### src/rtl/uart_reg_pkg.sv
// Register map, IRQ bit positions and CONFIG layout shared by the UART register file.
package uart_reg_pkg;

  localparam logic [4:0] UART_OPERATION_CONFIG = 5'h00;
  localparam logic [4:0] UART_CMD              = 5'h01;
  localparam logic [4:0] UART_TX_DATA          = 5'h02;
  localparam logic [4:0] UART_RX_DATA          = 5'h03;
  localparam logic [4:0] UART_STATUS           = 5'h04;
  localparam logic [4:0] UART_IRQ_EN           = 5'h05;
  localparam logic [4:0] UART_IRQ_STAT         = 5'h06;
  localparam logic [4:0] UART_ERR_CNT          = 5'h07;

  localparam int IRQ_W          = 4;
  localparam int IRQ_RX_AVAIL   = 0;
  localparam int IRQ_TX_DRAINED = 1;
  localparam int IRQ_RX_OVERRUN = 2;
  localparam int IRQ_TX_OVERFLOW = 3;

  // Bit-exact image of the 32-bit CONFIG register.
  typedef struct packed {
    logic [15:0] clock_divider;
    logic [12:0] rsvd;
    logic        rx_en;
    logic        tx_en;
    logic        crc_en;
  } uart_config_t;

endpackage

### src/rtl/uart_sync_fifo.sv
// Synchronous FIFO with flush; simultaneous push/pop is accepted even when full.
module uart_sync_fifo #(
  parameter int WIDTH = 8,
  parameter int DEPTH = 8
) (
  input  logic                         clk,
  input  logic                         rst_i,
  input  logic                         push,
  input  logic                         pop,
  input  logic                         flush,
  input  logic [WIDTH-1:0]             din,
  output logic [WIDTH-1:0]             dout,
  output logic                         empty,
  output logic                         full,
  output logic [$clog2(DEPTH+1)-1:0]   count
);

  localparam int AW = $clog2(DEPTH);
  localparam int CW = $clog2(DEPTH+1);

  logic [WIDTH-1:0] mem [DEPTH];
  logic [AW-1:0]    wptr;
  logic [AW-1:0]    rptr;
  logic             push_ok;
  logic             pop_ok;

  assign empty   = (count == '0);
  assign full    = (count == CW'(DEPTH));
  assign pop_ok  = pop & ~empty;
  assign push_ok = push & (~full | pop_ok);
  // Head reads as zero while empty so stale storage never leaks out.
  assign dout    = empty ? '0 : mem[rptr];

  always_ff @(posedge clk) begin
    if (push_ok && !flush) mem[wptr] <= din;
  end

  always_ff @(posedge clk) begin
    if (rst_i || flush) begin
      wptr  <= '0;
      rptr  <= '0;
      count <= '0;
    end else begin
      if (push_ok) wptr <= wptr + AW'(1);
      if (pop_ok)  rptr <= rptr + AW'(1);
      case ({push_ok, pop_ok})
        2'b10:   count <= count + CW'(1);
        2'b01:   count <= count - CW'(1);
        default: count <= count;
      endcase
    end
  end

endmodule

### src/rtl/uart_reg_fifo.sv
// UART register file with TX/RX FIFOs, status and sticky maskable interrupt.
// Define UART_REG_FIFO_ERR_CNT_EN to add the saturating ERR_CNT register at 0x07.
module uart_reg_fifo
  import uart_reg_pkg::*;
#(
  parameter int DATA_W   = 8,
  parameter int TX_DEPTH = 8,
  parameter int RX_DEPTH = 8
) (
  input  logic              clk,
  input  logic              rst_i,
  input  logic              cfg_cs,
  input  logic              cfg_we,
  input  logic [4:0]        cfg_addr_i,
  input  logic [31:0]       cfg_data_i,
  output logic [31:0]       cfg_data_o,
  input  logic              rx_valid_i,
  input  logic [DATA_W-1:0] rx_data_i,
  output logic              tx_valid_o,
  input  logic              tx_ready_i,
  output logic [DATA_W-1:0] tx_data_o,
  output logic              tx_en_o,
  output logic              rx_en_o,
  output logic              crc_en_o,
  output logic [15:0]       clock_divider_o,
  output logic              irq_o
);

  localparam int TX_CW = $clog2(TX_DEPTH+1);
  localparam int RX_CW = $clog2(RX_DEPTH+1);

  uart_config_t      cfg_q;
  logic [IRQ_W-1:0]  irq_en_q;
  logic [IRQ_W-1:0]  irq_stat_q;
  logic [IRQ_W-1:0]  irq_en_nxt;
  logic [IRQ_W-1:0]  irq_stat_nxt;
  logic [IRQ_W-1:0]  irq_set;
  logic [IRQ_W-1:0]  irq_clr;
  logic [31:0]       err_cnt_rd;

  logic              cfg_rd;
  logic              cfg_wr;
  logic              tx_push, tx_pop, tx_flush, tx_empty, tx_full, tx_drop;
  logic              rx_push, rx_pop, rx_flush, rx_empty, rx_full, rx_drop;
  logic [TX_CW-1:0]  tx_count;
  logic [RX_CW-1:0]  rx_count;
  logic [DATA_W-1:0] rx_head;
  logic              unused_cfg_data;

  assign unused_cfg_data = ^cfg_data_i;

  assign cfg_rd = cfg_cs & ~cfg_we;
  assign cfg_wr = cfg_cs & cfg_we;

  assign tx_en_o         = cfg_q.tx_en;
  assign rx_en_o         = cfg_q.rx_en;
  assign crc_en_o        = cfg_q.crc_en;
  assign clock_divider_o = cfg_q.clock_divider;

  assign tx_push    = cfg_wr & (cfg_addr_i == UART_TX_DATA);
  assign tx_flush   = cfg_wr & (cfg_addr_i == UART_CMD) & cfg_data_i[0];
  assign tx_valid_o = cfg_q.tx_en & ~tx_empty;
  assign tx_pop     = tx_valid_o & tx_ready_i;

  assign rx_push  = rx_valid_i & cfg_q.rx_en;
  assign rx_flush = cfg_wr & (cfg_addr_i == UART_CMD) & cfg_data_i[1];
  assign rx_pop   = cfg_rd & (cfg_addr_i == UART_RX_DATA) & ~rx_empty;

  // A push into a full FIFO survives only if the same cycle pops; flush supersedes both.
  assign tx_drop = tx_push & tx_full & ~tx_pop & ~tx_flush;
  assign rx_drop = rx_push & rx_full & ~rx_pop & ~rx_flush;

  uart_sync_fifo #(.WIDTH(DATA_W), .DEPTH(TX_DEPTH)) u_tx_fifo (
    .clk   (clk),
    .rst_i (rst_i),
    .push  (tx_push),
    .pop   (tx_pop),
    .flush (tx_flush),
    .din   (cfg_data_i[DATA_W-1:0]),
    .dout  (tx_data_o),
    .empty (tx_empty),
    .full  (tx_full),
    .count (tx_count)
  );

  uart_sync_fifo #(.WIDTH(DATA_W), .DEPTH(RX_DEPTH)) u_rx_fifo (
    .clk   (clk),
    .rst_i (rst_i),
    .push  (rx_push),
    .pop   (rx_pop),
    .flush (rx_flush),
    .din   (rx_data_i),
    .dout  (rx_head),
    .empty (rx_empty),
    .full  (rx_full),
    .count (rx_count)
  );

  always_comb begin
    irq_set                  = '0;
    irq_set[IRQ_RX_AVAIL]    = rx_push & ~rx_drop & ~rx_flush;
    irq_set[IRQ_TX_DRAINED]  = tx_pop & ~tx_push & ~tx_flush & (tx_count == TX_CW'(1));
    irq_set[IRQ_RX_OVERRUN]  = rx_drop;
    irq_set[IRQ_TX_OVERFLOW] = tx_drop;
  end

  assign irq_clr      = (cfg_wr && cfg_addr_i == UART_IRQ_STAT) ? cfg_data_i[IRQ_W-1:0] : '0;
  assign irq_stat_nxt = (irq_stat_q & ~irq_clr) | irq_set;
  assign irq_en_nxt   = (cfg_wr && cfg_addr_i == UART_IRQ_EN) ? cfg_data_i[IRQ_W-1:0] : irq_en_q;

  always_ff @(posedge clk) begin
    if (rst_i) begin
      cfg_q      <= '0;
      irq_en_q   <= '0;
      irq_stat_q <= '0;
      irq_o      <= 1'b0;
    end else begin
      if (cfg_wr && cfg_addr_i == UART_OPERATION_CONFIG)
        cfg_q <= uart_config_t'({cfg_data_i[31:16], 13'b0, cfg_data_i[2:0]});
      irq_en_q   <= irq_en_nxt;
      irq_stat_q <= irq_stat_nxt;
      irq_o      <= |(irq_stat_nxt & irq_en_nxt);
    end
  end

`ifdef UART_REG_FIFO_ERR_CNT_EN
  logic [7:0] rx_err_q;
  logic [7:0] tx_err_q;

  function automatic logic [7:0] sat_inc8(input logic [7:0] v, input logic en);
    return (en && v != 8'hFF) ? v + 8'd1 : v;
  endfunction

  always_ff @(posedge clk) begin
    if (rst_i || (cfg_wr && cfg_addr_i == UART_ERR_CNT)) begin
      rx_err_q <= '0;
      tx_err_q <= '0;
    end else begin
      rx_err_q <= sat_inc8(rx_err_q, rx_drop);
      tx_err_q <= sat_inc8(tx_err_q, tx_drop);
    end
  end

  assign err_cnt_rd = {16'b0, tx_err_q, rx_err_q};
`else
  assign err_cnt_rd = '0;
`endif

  always_comb begin
    cfg_data_o = '0;
    if (cfg_rd) begin
      case (cfg_addr_i)
        UART_OPERATION_CONFIG: cfg_data_o = cfg_q;
        UART_RX_DATA:          cfg_data_o = 32'(rx_head);
        UART_STATUS:           cfg_data_o = {8'b0, 8'(rx_count), 8'(tx_count), 4'b0,
                                             rx_full, rx_empty, tx_full, tx_empty};
        UART_IRQ_EN:           cfg_data_o = 32'(irq_en_q);
        UART_IRQ_STAT:         cfg_data_o = 32'(irq_stat_q);
        UART_ERR_CNT:          cfg_data_o = err_cnt_rd;
        default:               cfg_data_o = '0;
      endcase
    end
  end

endmodule

### config.mk
export PLATFORM = sky130hd
export DESIGN_NAME = uart_reg_fifo
export DESIGN_NICKNAME = d
export VERILOG_FILES = /design/src/rtl/uart_reg_pkg.sv /design/src/rtl/uart_sync_fifo.sv /design/src/rtl/uart_reg_fifo.sv
export SDC_FILE = /design/constraint.sdc
export NUM_CORES = 1
export LEC_CHECK = 0
export BUFFER_PORTS_ARGS = -buffer_cell sky130_fd_sc_hd__buf_4
export CAP_MARGIN = 20
export CORE_AREA = 2 2 127 129
export CTS_BUF_LIST = sky130_fd_sc_hd__clkbuf_16
export DETAILED_ROUTE_END_ITERATION = 10
export DIE_AREA = 0 0 129 131
export PLACE_DENSITY = 0.74
export SLEW_MARGIN = 40
export SYNTH_ARGS = -nofsm -noshare
export SYNTH_HDL_FRONTEND = slang
export SYNTH_SLANG_ARGS = --single-unit
### constraint.sdc
create_clock -name clk -period 2.97 [get_ports clk]
set_input_delay 0.891 -clock clk [delete_from_list [all_inputs] [get_ports clk]]
set_output_delay 0.891 -clock clk [all_outputs]
set_load 0.05 [all_outputs]
==> summary.md, run 1 <==
| Metric | Value |
|---|---|
| Status | `complete, but fails checks` |
| Setup-failing EPs final | `22` |
| Clk pin slew, worst setup/hold paths | `0.07 ns` |
| Ratio of cells with drive above 1 in the final layout | `41.0%` |
| RR Startpoint | `u_rx_fifo.count[0]` |
| Synth area leader | `edfxtp_1` |
| Clk_skew | `0.0145 ns` |
| Fmax | `0.314 GHz` |
| CP startpoint | `cfg_addr_i[1]` |
| Synth cell count leaders | `128 x edfxtp_1, 57 x nand2_1, 56 x nor2_1` |
| Setup CP Type | `primary input to primary output` |
| R2R depth | `11` |
| Antenna diodes | `0` |
| Primary FF master, synth | `edfxtp_1` |
| Initial core utilization | `49.8%` |
| Failing checks | `negative setup slack` |
| Slew Viols, Final | `0` |
| Final Cell Area | `0.0104 sq mm` |
| Crit path capture type | `primary output` |
| First-pass GRT wire length | `27300 um` |
| DRT Pass-1 Iters | `5` |
| Crit share post-route | `107%` |
| Largest net degree at the start of global routing | `31` |
| Main area contributors after synthesis | `edfxtp_1 49%, dfxtp_1 14%, mux4_2 9.3%` |
| Cell area power density | `500 mW/mm^2` |
| Die area | `0.0169 sq mm` |
| Max Cap Viol | `0` |
| CP startpoint kind | `primary input` |
| RD Place Congestion | `0.825` |
| CTS tree | `done` |
| GR Util All Layers | `21.8%` |
| Slew headroom | `60.1%` |
| Yosys cell types | `60` |
| Number of cell rows | `46` |
| Port Buffer Count | `99` |
| Iteration-0 DRC Markers | `356` |
| Reg-to-reg critical path endpoint | `u_rx_fifo.count[3]` |
| Core Box Area | `0.0156 sq mm` |
| Area after DPL | `0.00929 sq mm` |
| Number of synthesized register bits | `182` |
| Grt total ovfl | `0` |
| Maximum VDD drop | `0.000407 V` |
| Vias in the first global route | `5247` |
| P_leak | `3.65 nW` |
| Fin crit period | `3.18 ns` |
| Mapped Area | `0.00777 sq mm` |
| Worst skew pair latency | `0.44 ns` |
| # IOs | `112` |
| Synth top area share | `49.5%` |
| Hold Crit Class | `register to register` |
| Clock Path Buffers | `2` |
| Via Count | `5268` |
| Avg WL per Cell | `19.2 um` |
| DRC Markers | `0` |
| CTS Buf Count | `17` |
| Register area share after synthesis | `63.4%` |
| Initial antenna violation count | `0` |
| Count leader, synth | `edfxtp_1` |
| Final hold vios | `0` |
| Syn avg cell area | `13.8 sq um` |
| CTS Sinks | `182` |
| Unrepaired setup endpoints after global routing | `yes` |
| Post-DR vias/cell | `5.53` |
| Final worst slack | `-0.210 ns` |
| Die Ht | `131 um` |
| End point of the critical path | `cfg_data_o[0]` |
| Post-Synthesis Cells | `564` |
| Hold depth | `2` |
| Post-Route Setup TNS | `-2.09 ns` |
| Post-synth EDFFs | `128` |
| H-tree Lvls | `4` |
| Worst Path Arrival | `2.29 ns` |
| Pre-CTS WS | `-0.359 ns` |
| Detailed Place HPWL | `12000 um` |
| Area delta synth->final | `33.3%` |
| Clock Tree Root | `clkbuf_16` |
| WP data required | `2.08 ns` |
| Hold path start | `clock_divider_o[6]` |
| Ys Warns | `0` |
| Post-Route WL | `18300 um` |
| Post-synth ARST share | `0%` |
| Hold buffers post-CTS | `0` |
| Actual slew at the worst max-slew pin | `0.599 ns` |
| Die Span X | `129 um` |
| ANT nets after route | `0` |
| Nets@finish | `786` |
| Critical Path Fanout Max | `4` |
| R2R Setup Slk | `0.18 ns` |
[cell families after synthesis]
family | after synthesis | share of synthesized area (%)
AO/OA/AOI/OAI | 61 | 5.49
XOR/XNOR | 14 | 1.58
adder cells (fa/ha/maj) | 11 | 1.87
buffers and inverters | 42 | 2.58
flip-flops | 182 | 63.4
multiplexers | 56 | 12.4
other | 1 | 0.0483
AND/OR/NAND/NOR | 197 | 12.6
[registers in the layout, summed over array words and instances (netlist names), named ones only]
signal	flops
u_rx_fifo.mem	64
u_tx_fifo.mem	64
clock_divider_o	16
irq_en_q	4
irq_stat_q	4
u_rx_fifo.count	4
u_tx_fifo.count	4
u_rx_fifo.rptr	3
u_rx_fifo.wptr	3
u_tx_fifo.rptr	3
u_tx_fifo.wptr	3
crc_en_o	1
irq_o	1
rx_en_o	1
tx_en_o	1
[cell usage in the layout (no fill, tap or decap), drive strengths merged, types with 5 or more instances in the layout]
cell type    n
buf        172
edfxtp     128
nand2       57
nor2        56
dfxtp       54
mux4        32
a21oi       28
mux2i       19
clkbuf      18
and3        18
inv         16
nor3        15
nand3       13
ha          10
xnor2        8
nand2b       8
and2         8
xor2         6
nor2b        6
a22oi        6
mux2         5
[worst max-delay path: stages]
cell and delay, ns:
buf_6 0.09, or3_4 0.40, nor3_4 0.14, buf_6 0.15, a222oi_1 0.10, buf_4 0.16, a21oi_4 0.17, buf_6 0.18
[worst min path at each step]
stage	end	slack [ns]
final	clock_divider_o[6]	0.47
after global routing	clock_divider_o[6]	0.50
after CTS	clock_divider_o[6]	0.48
after detailed placement	clock_divider_o[13]	0.47
after global placement	clock_divider_o[4]	0.46
after floorplan	register	0.45
[cell type report]
| type | instances | area (sq um) |
|---|---|---|
| multi-input combinational | 343 | 2980 |
| timing repair buffer | 172 | 1560 |
| clock inverter | 14 | 145 |
| clock buffer | 18 | 450 |
| inverter | 8 | 30.0 |
| sequential | 182 | 4930 |
| fill | 1060 | 5240 |
| tap | 216 | 270 |
[where the power goes]
| part | switching [mW] | leakage, nW | internal (mW) |
|---|---|---|---|
| Clock | 0.962 | 0.298 | 1.30 |
| Sequential | 0.00179 | 1.59 | 2.71 |
| Combinational | 0.118 | 1.77 | 0.0865 |
| Total | 1.08 | 3.65 | 4.09 |
[routing by layer]
metal,share of wire [%],wire length (um),GRT usage (%),vias to the layer above
met5,0,0,0,-
met4,1.9,340,7.16,0
met3,5.0,907,4.44,34
met2,56,10200,40.2,184
met1,38,6880,25.5,2635
li1,-,-,-,2415
[stage by stage]
stage	std cells	util (%)	power [mW]	hold WS, ns
final	953	66.4	5.18	0.475
after global routing	953	66.4	5.32	0.498
after CTS	949	65.6	5.19	0.478
after detailed placement	910	59.5	2.95	0.469
after global placement	910	59.5	2.94	0.455
after floorplan	567	-	2.85	0.454
[repair_timing]
action / 4_1_cts / 5_1_grt
pin swaps: 20 / 7
endpoints found under the setup margin: 29 / 30
cloned: 0 / 0
resized for setup: 75 / 22
buffers inserted: 7 / 5
Power figures use the tool's default switching activity.
==> run 2, diff against run 1 <==
--- a/config.mk
+++ b/config.mk
@@ -7,12 +7,13 @@
 export LEC_CHECK = 0
 export BUFFER_PORTS_ARGS = -buffer_cell sky130_fd_sc_hd__buf_4
 export CAP_MARGIN = 20
-export CORE_AREA = 2 2 127 129
+export CORE_AREA = 4 4 129 131
 export CTS_BUF_LIST = sky130_fd_sc_hd__clkbuf_16
 export DETAILED_ROUTE_END_ITERATION = 10
-export DIE_AREA = 0 0 129 131
+export DIE_AREA = 0 0 133 135
 export PLACE_DENSITY = 0.74
 export SLEW_MARGIN = 40
 export SYNTH_ARGS = -nofsm -noshare
 export SYNTH_HDL_FRONTEND = slang
 export SYNTH_SLANG_ARGS = --single-unit
+export TNS_END_PERCENT = 30
==> summary.md, run 2 (synthesized netlist as in run 1, its figures left out) <==
| Metric | Value |
|---|---|
| RR Startpoint | `u_rx_fifo.count[0] (unchanged)` |
| Most frequent CP cell | `buf_6 (unchanged)` |
| P_leak | `3.64 nW (was 3.65 nW)` |
| Largest net degree at the start of global routing | `31 (unchanged)` |
| DRC Markers | `0 (unchanged)` |
| CP Depth | `7 (was 8)` |
| Via Count | `5295 (was 5268)` |
| CP max stage delay | `0.51 ns (was 0.40 ns)` |
| R2R depth | `11 (unchanged)` |
| Ratio of cells with drive above 1 in the final layout | `40.9% (was 41.0%)` |
| Crit share post-route | `105% (was 107%)` |
| Initial antenna violation count | `0 (unchanged)` |
| Die Ht | `135 um (was 131 um)` |
| First-pass GRT wire length | `28700 um (was 27300 um)` |
| DRT Pass-1 Iters | `5 (unchanged)` |
| Avg WL per Cell | `19.2 um (about the same)` |
| CTS tree | `done (unchanged)` |
| Worst skew pair latency | `0.44 ns (about the same)` |
| Area delta synth->final | `33.1% (was 33.3%)` |
| Port Buffer Count | `99 (unchanged)` |
| Actual slew at the worst max-slew pin | `0.539 ns (was 0.599 ns)` |
| GR Util All Layers | `20.8% (was 21.8%)` |
| Hold Slack | `0.478 ns (was 0.475 ns)` |
| Final worst slack | `-0.138 ns (was -0.210 ns)` |
| H-tree Lvls | `4 (unchanged)` |
| Multi-input logic area | `0.00293 sq mm (was 0.00298 sq mm)` |
| Post-Route Setup TNS | `-2.31 ns (was -2.09 ns)` |
| Max Cap Viol | `0 (unchanged)` |
| Nets@finish | `787 (was 786)` |
| Status | `complete, but fails checks (unchanged)` |
| Final hold vios | `0 (unchanged)` |
| CP startpoint | `cfg_addr_i[2] (was cfg_addr_i[1])` |
| Clk_skew | `0.00633 ns (was 0.0145 ns)` |
| R2R Setup Slk | `0.21 ns (was 0.18 ns)` |
| Critical path buffers and inverters | `4 (unchanged)` |
| Hold Crit Class | `register to register (unchanged)` |
| WP data required | `2.08 ns (about the same)` |
| FF+latch area | `0.00493 sq mm (about the same)` |
| Pre-CTS WS | `-0.312 ns (was -0.359 ns)` |
| Commonest non-fill, non-tap cell in the layout | `buf_4 (unchanged)` |
| CTS Buf Count | `17 (unchanged)` |
| Post-DR vias/cell | `5.55 (was 5.53)` |
| Antenna diodes | `0 (unchanged)` |
| Die area | `0.0180 sq mm (was 0.0169 sq mm)` |
| Number of cell rows | `46 (unchanged)` |
| Worst Path Arrival | `2.22 ns (was 2.29 ns)` |
| Iteration-0 DRC Markers | `368 (was 356)` |
| Slew headroom | `64.1% (was 60.1%)` |
| Fin crit period | `3.11 ns (was 3.18 ns)` |
| CP top delay family | `compound AO/OA/AOI/OAI gates (was buffers and inverters)` |
| Maximum VDD drop | `0.000431 V (was 0.000407 V)` |
| Initial core utilization | `49.8% (unchanged)` |
| Detailed Place HPWL | `12200 um (was 12000 um)` |
| Most frequent cells in the layout | `131 x buf_4, 128 x edfxtp_1, 56 x nand2_1, 49 x dfxtp_1, 47 x nor2_1 (was 130 x buf_4, 128 x edfxtp_1, 56 x nand2_1, 51 x dfxtp_1, 46 x nor2_1)` |
| Clock Path Buffers | `2 (unchanged)` |
| ANT nets after route | `0 (unchanged)` |
| Grt total ovfl | `0 (unchanged)` |
| Number of fill cells in the layout | `1081 (was 1060)` |
| Clock Tree Root | `clkbuf_16 (unchanged)` |
| Clk pin slew, worst setup/hold paths | `0.07 ns (about the same)` |
| Slew Viols, Final | `0 (unchanged)` |
| Post-Route WL | `18300 um (about the same)` |
| Setup-failing EPs final | `28 (was 22)` |
| Reg-to-reg critical path endpoint | `u_rx_fifo.count[3] (unchanged)` |
| End point of the critical path | `cfg_data_o[0] (unchanged)` |
| Setup CP Type | `primary input to primary output (unchanged)` |
| # IOs | `112 (unchanged)` |
| Fmax | `0.322 GHz (was 0.314 GHz)` |
| Die Span X | `133 um (was 129 um)` |
| Cell area power density | `498 mW/mm^2 (was 500 mW/mm^2)` |
| Unrepaired setup endpoints after global routing | `yes (unchanged)` |
| Core Box Area | `0.0156 sq mm (unchanged)` |
| CTS Sinks | `182 (unchanged)` |
| Cell chain of the critical path | `buf_6 > buf_8 > nor4b_4 > buf_4 > a222oi_1 > a21oi_4 > buf_6 (was buf_6 > or3_4 > nor3_4 > buf_6 > a222oi_1 > buf_4 > a21oi_4 > buf_6)` |
| CP startpoint kind | `primary input (unchanged)` |
| Crit path capture type | `primary output (unchanged)` |
| Critical Path Fanout Max | `6 (was 4)` |
| Failing checks | `negative setup slack (unchanged)` |
| Slowest CP cell | `a222oi_1 (was or3_4)` |
| Total power | `5.15 mW (was 5.18 mW)` |
| Vias in the first global route | `5375 (was 5247)` |
| Hold buffers post-CTS | `0 (unchanged)` |
| RD Place Congestion | `0.816 (was 0.825)` |
-- run 2: how the worst min path moves through the flow --
stage / startpoint / to / slack [ns] / depth (start not counted)
3_5_place_dp: clock_divider_o[2] / clock_divider_o[2] / 0.47 / 2
6_report: clock_divider_o[11] / clock_divider_o[11] / 0.48 / 2
3_3_place_gp: clock_divider_o[4] / clock_divider_o[4] / 0.45 / 2
4_1_cts: clock_divider_o[2] / clock_divider_o[2] / 0.48 / 2
2_1_floorplan: u_rx_fifo.rptr[1] / register / 0.45 / 2
5_1_grt: clock_divider_o[10] / clock_divider_o[10] / 0.49 / 2
-- run 2: timing repair --
action / 4_1_cts / 5_1_grt
pin swaps: 14 / 5
resized for setup: 79 / 15
endpoints found under the setup margin: 29 / 31
cloned: 0 / 1
setup buffers: 14 / 0
-- run 2: cell type report --
| type | instances | area share (%) |
|---|---|---|
| multi-input combinational | 343 | 28.3 |
| inverter | 8 | 0.290 |
| tap | 216 | 2.61 |
| clock inverter | 15 | 1.66 |
| sequential | 182 | 47.7 |
| clock buffer | 17 | 4.11 |
| timing repair buffer | 173 | 15.3 |
-- run 2: report_power, final --
part	total, mW	internal [mW]	switching [mW]	leakage, nW
Combinational	0.209	0.0892	0.120	1.77
Clock	2.23	1.14	1.09	0.284
Sequential	2.71	2.71	0.00182	1.59
-- run 2: metal layers --
layer | vias up | GRT usage (%) | wire (um)
li1 | 2432 | - | -
met1 | 2659 | 25.6 | 7260
met2 | 162 | 36.4 | 9800
met3 | 42 | 5.03 | 854
met4 | 0 | 6.70 | 431
met5 | - | 0 | 0
-- run 2: tightest hold or removal path: cells and delay by family, from the launching register on --
family           cells  cell delay [ns]
flip-flops           1             0.32
AND/OR/NAND/NOR      1             0.06
AO/OA/AOI/OAI        1             0.05
-- run 2: per-stage QoR --
stage | instances | cell area (sq um) | util [%]
2_1_floorplan | 567 | 7980 | -
5_1_grt | 954 | 10300 | 66.3
4_1_cts | 953 | 10300 | 65.8
3_3_place_gp | 908 | 9260 | 59.4
3_5_place_dp | 908 | 9260 | 59.4
6_report | 954 | 10300 | 66.3
